File: src/rtl/regfile_exec_seq.sv
// Sequencing execute stage: reads two operands from the 8x16 regfile,
// runs a single-cycle ALU op or a 16-cycle shift-add multiply, writes back.
module regfile_exec_seq #(
    parameter int DATA_W = 16,
    parameter int ADDR_W = 3
) (
    input  logic              clk,
    input  logic              rst,
    input  logic              instr_valid,
    output logic              instr_ready,
    input  logic [3:0]        instr_op,
    input  logic [ADDR_W-1:0] instr_rd,
    input  logic [ADDR_W-1:0] instr_rs,
    input  logic [ADDR_W-1:0] instr_rt,
    input  logic [DATA_W-1:0] instr_imm,
    output logic [ADDR_W-1:0] RA_addr,
    output logic [ADDR_W-1:0] RB_addr,
    input  logic [DATA_W-1:0] RA_data,
    input  logic [DATA_W-1:0] RB_data,
    output logic [DATA_W-1:0] WR_data,
    output logic [ADDR_W-1:0] WR_addr,
    output logic              WEn,
    output logic              done,
    output logic              err,
    output logic              flag_z,
    output logic              flag_c
);

    typedef enum logic [1:0] {
        S_IDLE,
        S_READ,
        S_EXEC,
        S_WB
    } state_t;

    localparam logic [3:0] OP_ADD = 4'd0;
    localparam logic [3:0] OP_SUB = 4'd1;
    localparam logic [3:0] OP_AND = 4'd2;
    localparam logic [3:0] OP_OR  = 4'd3;
    localparam logic [3:0] OP_XOR = 4'd4;
    localparam logic [3:0] OP_SLL = 4'd5;
    localparam logic [3:0] OP_SRL = 4'd6;
    localparam logic [3:0] OP_MUL = 4'd7;
    localparam logic [3:0] OP_LDI = 4'd8;

    state_t              state_q, state_d;
    logic [3:0]          op_q, op_d;
    logic [ADDR_W-1:0]   rd_q, rd_d;
    logic [DATA_W-1:0]   imm_q, imm_d;
    logic [DATA_W-1:0]   a_q, a_d;
    logic [DATA_W-1:0]   b_q, b_d;
    logic [DATA_W-1:0]   r_q, r_d;
    logic                c_q, c_d;
    logic [3:0]          cnt_q, cnt_d;
    logic                ready_q, ready_d;
    logic [ADDR_W-1:0]   ra_q, ra_d;
    logic [ADDR_W-1:0]   rb_q, rb_d;
    logic [DATA_W-1:0]   wdata_q, wdata_d;
    logic [ADDR_W-1:0]   waddr_q, waddr_d;
    logic                wen_q, wen_d;
    logic                done_q, done_d;
    logic                err_q, err_d;
    logic                fz_q, fz_d;
    logic                fc_q, fc_d;

    logic [DATA_W-1:0]   res;
    logic                carry;
    logic [DATA_W:0]     sum;
    logic                legal;
    logic                finish;

    always_comb begin
        state_d = state_q;
        op_d    = op_q;
        rd_d    = rd_q;
        imm_d   = imm_q;
        a_d     = a_q;
        b_d     = b_q;
        r_d     = r_q;
        c_d     = c_q;
        cnt_d   = cnt_q;
        ready_d = ready_q;
        ra_d    = ra_q;
        rb_d    = rb_q;
        wdata_d = wdata_q;
        waddr_d = waddr_q;
        wen_d   = 1'b0;
        done_d  = 1'b0;
        err_d   = 1'b0;
        fz_d    = fz_q;
        fc_d    = fc_q;
        res     = '0;
        carry   = 1'b0;
        sum     = '0;
        legal   = (op_q <= OP_LDI);
        finish  = 1'b0;

        case (state_q)
            S_IDLE: begin
                if (instr_valid) begin
                    op_d    = instr_op;
                    rd_d    = instr_rd;
                    imm_d   = instr_imm;
                    ra_d    = instr_rs;
                    rb_d    = instr_rt;
                    ready_d = 1'b0;
                    state_d = S_READ;
                end
            end
            S_READ: begin
                a_d     = RA_data;
                b_d     = RB_data;
                r_d     = '0;
                cnt_d   = '0;
                state_d = S_EXEC;
            end
            S_EXEC: begin
                finish = 1'b1;
                unique case (op_q)
                    OP_ADD: begin
                        sum   = {1'b0, a_q} + {1'b0, b_q};
                        res   = sum[DATA_W-1:0];
                        carry = sum[DATA_W];
                    end
                    OP_SUB: begin
                        res   = a_q - b_q;
                        carry = (a_q < b_q);
                    end
                    OP_AND: res = a_q & b_q;
                    OP_OR:  res = a_q | b_q;
                    OP_XOR: res = a_q ^ b_q;
                    OP_SLL: res = a_q << b_q[3:0];
                    OP_SRL: res = a_q >> b_q[3:0];
                    OP_MUL: begin
                        // A shifts left, B shifts right; add A when B's LSB is set
                        res    = b_q[0] ? (r_q + a_q) : r_q;
                        a_d    = a_q << 1;
                        b_d    = b_q >> 1;
                        cnt_d  = cnt_q + 4'd1;
                        finish = (cnt_q == 4'd15);
                    end
                    OP_LDI: res = imm_q;
                    default: res = '0;
                endcase
                r_d = res;
                c_d = carry;
                if (finish) begin
                    state_d = S_WB;
                    done_d  = 1'b1;
                    err_d   = !legal;
                    wen_d   = legal;
                    if (legal) begin
                        waddr_d = rd_q;
                        wdata_d = res;
                    end
                end
            end
            S_WB: begin
                state_d = S_IDLE;
                ready_d = 1'b1;
                if (wen_q) begin
                    fz_d = (wdata_q == '0);
                    if (op_q == OP_ADD || op_q == OP_SUB) begin
                        fc_d = c_q;
                    end
                end
            end
            default: state_d = S_IDLE;
        endcase
    end

    always_ff @(posedge clk) begin
        if (rst) begin
            state_q <= S_IDLE;
            op_q    <= '0;
            rd_q    <= '0;
            imm_q   <= '0;
            a_q     <= '0;
            b_q     <= '0;
            r_q     <= '0;
            c_q     <= 1'b0;
            cnt_q   <= '0;
            ready_q <= 1'b1;
            ra_q    <= '0;
            rb_q    <= '0;
            wdata_q <= '0;
            waddr_q <= '0;
            wen_q   <= 1'b0;
            done_q  <= 1'b0;
            err_q   <= 1'b0;
            fz_q    <= 1'b0;
            fc_q    <= 1'b0;
        end else begin
            state_q <= state_d;
            op_q    <= op_d;
            rd_q    <= rd_d;
            imm_q   <= imm_d;
            a_q     <= a_d;
            b_q     <= b_d;
            r_q     <= r_d;
            c_q     <= c_d;
            cnt_q   <= cnt_d;
            ready_q <= ready_d;
            ra_q    <= ra_d;
            rb_q    <= rb_d;
            wdata_q <= wdata_d;
            waddr_q <= waddr_d;
            wen_q   <= wen_d;
            done_q  <= done_d;
            err_q   <= err_d;
            fz_q    <= fz_d;
            fc_q    <= fc_d;
        end
    end

    assign instr_ready = ready_q;
    assign RA_addr     = ra_q;
    assign RB_addr     = rb_q;
    assign WR_data     = wdata_q;
    assign WR_addr     = waddr_q;
    assign WEn         = wen_q;
    assign done        = done_q;
    assign err         = err_q;
    assign flag_z      = fz_q;
    assign flag_c      = fc_q;

endmodule

File: config.mk
export PLATFORM = sky130hd
export DESIGN_NAME = regfile_exec_seq
export DESIGN_NICKNAME = d
export VERILOG_FILES = /design/src/rtl/regfile_exec_seq.sv
export SDC_FILE = /design/constraint.sdc
export NUM_CORES = 1
export LEC_CHECK = 0
export BUFFER_PORTS_ARGS = -buffer_cell sky130_fd_sc_hd__buf_2
export CORE_MARGIN = 4
export CORE_UTILIZATION = 25
export DETAILED_ROUTE_END_ITERATION = 7
export GPL_TIMING_DRIVEN = 0
export PLACE_DENSITY_LB_ADDON = 0.25
export RECOVER_POWER = 25
export SLEW_MARGIN = 20
export SYNTH_ARGS = -nofsm -noshare
export SYNTH_HDL_FRONTEND = slang
export SYNTH_SLANG_ARGS = --single-unit
File: constraint.sdc
create_clock -name clk -period 8.9 [get_ports clk]
set_input_delay 1.78 -clock clk [delete_from_list [all_inputs] [get_ports clk]]
set_output_delay 1.78 -clock clk [all_outputs]
set_load 0.005 [all_outputs]
# Word level (Yosys, flattened, before mapping)
# Index checks and enable logic that the tools add are counted.
# Widths: inputs -> output; s select.
[classes]
reduce_logical = 16
magnitude_cmp = 2
bitwise_logic = 5
addsub = 4
n_eq_ne = 15
n_shift = 2
n_mux = 18
[ops]
columns = ["cell", "n"]
rows = [
  ["$pmux 16 s9", 1],
  ["$pmux 16 s2", 3],
  ["$mux 16", 3],
  ["$add 16x16->17", 1],
  ["$add 16x16->16", 1],
  ["$and 16x16->16", 1],
  ["$eq 4x3->1 const B", 4],
  ["$logic_not 16->1", 1],
  ["$lt 16x16->1", 1],
  ["$or 16x16->16", 1],
  ["$shl 16x4->16", 1],
  ["$shr 16x4->16", 1],
  ["$sub 16x16->16", 1],
  ["$xor 16x16->16", 1],
  ["$reduce_and 2->1", 5],
  ["$eq 4x2->1 const B", 2],
  ["$eq 4x4->1 const B", 2],
  ["$pmux 2 s4", 1],
  ["$pmux 4 s2", 1],
  ["$reduce_and 3->1", 2],
  ["$add 4x1->4 const B", 1],
  ["$eq 2x2->1 const B", 2],
  ["$eq 4x1->1 const B", 1],
  ["$le 4x4->1 const B", 1],
  ["other kinds (15)", 23],
]
[totals]
out_inout_bits = 31
register_bits = 109
inputBits = 64
word_cells = 81

# Logic depth before layout (Yosys ltp)
[depth]
word_depth = 5
ltp_mapped = 12
depth_no_buf = 12

# Worst setup path after synthesis
# Ideal clock, no wire load.
[synth_timing]
path_kind = "flip-flop to flip-flop"
from = "register b_q[1]"
to = "register wdata_q[13] (netlist: WR_data[13])"
synth_period_minus_slack_ns = 2.987
setup_ns = 0.086
arrival_ns = 2.901
path_stages_with_launch = 13
path_buffers = 2
required_ns = 8.814
path_slack_ns = 5.913
cell_sequence = "dfxtp_1 buf_4 buf_2 inv_1 ha_1 o21ba_2 or4_1 nand3_1 a311oi_1 a221oi_2 mux2i_1 nor3_1 a211oi_1"
[synth_between]
elab_chain_cells = 2
elab_cells_between_ends = 5
cone_classes = "2 x add/sub; 2 x shift; 1 x mux"
[synth_rtl]
columns = ["item", "line_no", "rtl"]
rows = [
  ["start: declaration", "51", "logic [DATA_W-1:0] b_q, b_d;"],
  ["start signal: assignment", "179", "b_q <= '0;"],
  ["start signal: assignment", "199", "b_q <= b_d;"],
  ["$sub 16x16->16, or another cell as far along", "126", "res = a_q - b_q;"],
  ["$pmux 16 s9 (*)", "119", "unique case (op_q)"],
  ["end signal: assignment", "206", "wdata_q <= wdata_d;"],
  ["end: declaration", "58", "logic [DATA_W-1:0] wdata_q, wdata_d;"],
]
# Every way passes the cells marked *; elsewhere a longest branch is shown, timed or not.
# A chain may end at the register's enable or synchronous reset.

# Final worst setup path
[layout_timing]
from = "register b_q[2]"
to = "register wdata_q[9] (netlist: WR_data[9])"
# The elaborated chain is that of the path after synthesis.

==> qor.yml <==
hold_buffers: 0
end_kind: "flop"
ys_types: 75
p_int_w: 0.00149
seq_area_frac_synth_pct: 24.1
numCtsBuffers: 9
drt_iter0_markers: 1039
cts_tree: "yes"
wl_met2_um: 18800
ios: 95
via_per_inst: 5.52
cpMostUsedCell: "a211oi_1"
setup_viol: 0
drc: 1
grt_overflow: 0
stdcell_count: 1736
ys_async_sr_fraction_pct: 0
irDropWorstVdd_mv: 0.111
grt_usage_pct: 20.6
cts_setup_buffers: 0
worstPathMaxFanout: 11
criticalPathCategory: "reg -> reg"
insertion_delay_ns: 0.38
dieWidth_um: 198
syn_inst: 1165
seq_power_share_pct: 24.7
wl_met1_um: 18000
synth_compound_area_share_pct: 26.4
yosys.area_share.simple_pct: 20.1
gp_congestion: 0.995
fin_area_um2: 10400
rsz0062_at_grt: "no"
wl_met3_um: 2800
synth-main-ff-cell: "dfxtp_1"
top_layer: "met4"
dp.cells: 1720
holdCritPathClass: "reg -> reg"
wl_per_cell_um: 23.9
vias: 9575
yosys_warnings: 0
slew_viol_final: 0
critPathMaxStageDelay_ns: 0.58
synth.mux.area_fraction_pct: 11.4
path_clk_slew_ns: 0.10
maxCapViolations: 0
dr.pass1.iters: 7
tightest_slew_ns: 1.18
fmax_mhz: 253
n_antenna_cell: 0
p_leak_nw: 3.94
initial_utilization_pct: 25.4
cp.arrival_ns: 4.18
syn_to_final_growth_pct: 14.8
outcome: "complete, but fails checks"
synth-xor-area-share_pct: 1.16
cts_resized: 0
pwr-share-clk_pct: 14.3
multi_input_area_um2: 6280
coreArea_um2: 35700
rows: 69
whs_ns: 0.461
grt_pass1_wl_um: 60900
htreeDepth: 3
antenna_found_initial: 0
root_buffer: "clkbuf_16"
dp_hpwl_um: 32500
totalWireLength_um: 41400
layout.nets: 1406
netlist_area_um2: 9050
timing.final.crit_share_pct: 44.4
setup_tns_ns: 0
drive_above_1_share_pct: 11.8
violations: "DRC"
finalHoldViolations: 0
synth_nets: 1301
power_per_cell_area_nw_per_um2: 309
die_h_um: 198
clockBufferDepth: 2
maxSlewHeadroom_pct: 20.7
finalClockSkew_ns: 0.0161
period_needed_ns: 3.96
p_comb_share_pct: 61.0
grt_pass1_vias: 9349
synth_seq_cells: 109
regArea_um2: 2180
drtAntennaViolNets: 0
grt_max_degree: 23
fillers: 3890
portBuffers: 94
switching_power_w: 0.00173
startpoint_type: "flop"
die_area_um2: 39300
slowest_stage: "nor4_1"
synth_top_family_by_area: "compound AO/OA/AOI/OAI gates"
p_sw_share_pct: 53.7
synth_fa_ha_area_share_pct: 10.2
cts_sinks: 109
placedInstanceArea_um2: 10100
cp.required_ns: 9.13
synth_area_per_cell_um2: 7.77
path_cells: "clkinv_1 > clkbuf_1 > ha_1 > buf_6 > or4_1 > nand3_1 > a31oi_1 > o21ai_0 > a211oi_1 > nor4_1 > a211oi_1"
synth_edf_count: 0
[metal layers]
layer  up-vias  GRT usage (%)
li1       4476              -
met1      4605           27.9
met2       398           32.7
met3        96           3.34
met4         0           8.14
met5         -              0
[per-stage QoR]
| stage | setup slack (ns) | util (%) | power, W |
|---|---|---|---|
| after floorplan | 5.91 | - | 0.00202 |
| after global placement | 4.95 | 28.3 | 0.00272 |
| after detailed placement | 5.00 | 28.3 | 0.00273 |
| after CTS | 4.99 | 29.2 | 0.00320 |
| after global routing | 4.84 | 29.1 | 0.00342 |
| final | 4.94 | 29.1 | 0.00321 |
[synthesized netlist by cell type (all sizes together) (6+ instances only)]
cell | number | share of area [%]
o21ai | 47 | 2.6
o211ai | 13 | 1.1
o21a | 9 | 0.75
a221o | 6 | 0.66
a22oi | 14 | 1.2
a31oi | 14 | 0.97
inv | 56 | 2.3
nand2b | 8 | 0.64
or3 | 9 | 0.62
nor3 | 33 | 1.8
nor2b | 19 | 1.3
a21oi | 86 | 4.8
a311oi | 7 | 0.82
o31ai | 8 | 0.66
and3 | 10 | 0.69
or2 | 6 | 0.41
o311ai | 6 | 0.58
buf | 27 | 1.7
dfxtp | 109 | 24
a211oi | 61 | 5.1
a21o | 18 | 1.5
nor4 | 12 | 0.83
a211o | 8 | 0.77
mux2i | 64 | 7.1
and2 | 7 | 0.48
nand2 | 106 | 4.4
xor2 | 6 | 0.58
nand4 | 7 | 0.48
nand3 | 18 | 1.0
nor2 | 144 | 6.0
mux2 | 9 | 1.1
a221oi | 14 | 1.6
mux4 | 13 | 3.2
ha | 69 | 9.5
xnor2 | 6 | 0.58
clkbuf | 60 | 2.5
[worst paths after layout]
path                    from          to  slack, ns  depth (start not counted)
hold reg to reg   RA_addr[1]  RA_addr[1]       0.46                          2
hold / removal    RA_addr[1]  RA_addr[1]       0.46                          2
setup reg to reg      b_q[2]  WR_data[9]       4.94                         11
setup / recovery      b_q[2]  WR_data[9]       4.94                         11
[critical path, delay by kind of cell (launching register included)]
family                     cells  cell delay [ns]
and+or+nand+nor                3             1.34
buffers and inverters          3             0.85
AOI/OAI and AO/OA              4             0.76
DFF                            1             0.43
adders and majority gates      1             0.42
[cells by family after synthesis]
logic type | Yosys count
adder cells (fa/ha/maj) | 72
XOR/XNOR | 12
AO/OA/AOI/OAI | 347
flip-flops | 109
multiplexers | 86
buffers and inverters | 144
AND/OR/NAND/NOR | 395
[power by group through the flow]
stage	Sequential (W)	Clock, W	Combinational, W
finish	0.000794	0.000459	0.00196
floorplan	0.000708	0	0.00132
detailed placement	0.000802	0	0.00193
global route	0.000805	0.000480	0.00213
global placement	0.000799	0	0.00192
CTS	0.000791	0.000465	0.00194
[cell type report]
type                       instances  area share, %
buffer                            87           3.61
clock buffer                       9           2.17
clock inverter                     7          0.879
inverter                          57           2.06
multi-input combinational        912           60.5
sequential                       109           21.0
tap                              461           5.55
timing repair buffer              94           4.26
[flip-flops by register name, summed over array words and instances, names as in the netlist, 2 cells and up]
| register | flops |
|---|---|
| RB_addr | 3 |
| rd_q | 3 |
| WR_data | 16 |
| RA_addr | 3 |
| a_q | 16 |
| r_q | 16 |
| state_q | 2 |
| b_q | 16 |
| imm_q | 16 |
| WR_addr | 3 |
| op_q | 4 |
| cnt_q | 4 |
[cell usage in the layout, fill, tap and decap left out, drive strengths merged, types with 7 or more instances in the layout]
| master | netlist | final |
|---|---|---|
| a22oi | 14 | 14 |
| dfxtp | 109 | 109 |
| nand2 | 106 | 106 |
| clkbuf | 60 | 94 |
| and3 | 10 | 10 |
| or3 | 9 | 9 |
| buf | 27 | 96 |
| a211oi | 61 | 61 |
| nor2b | 19 | 19 |
| o21a | 9 | 9 |
| a31oi | 14 | 14 |
| o211ai | 13 | 13 |
| nand4 | 7 | 7 |
| inv | 56 | 58 |
| mux2i | 64 | 64 |
| o31ai | 8 | 8 |
| ha | 69 | 69 |
| a221oi | 14 | 14 |
| nor3 | 33 | 33 |
| a21oi | 86 | 86 |
| mux4 | 13 | 13 |
| nor4 | 12 | 12 |
| mux2 | 9 | 9 |
| nor2 | 144 | 144 |
| a211o | 8 | 8 |
| and2 | 7 | 7 |
| a311oi | 7 | 7 |
| o21ai | 47 | 47 |
| nand3 | 18 | 18 |
| a21o | 18 | 18 |
| nand2b | 8 | 8 |
Note: power is estimated with default switching activity, not from simulation.
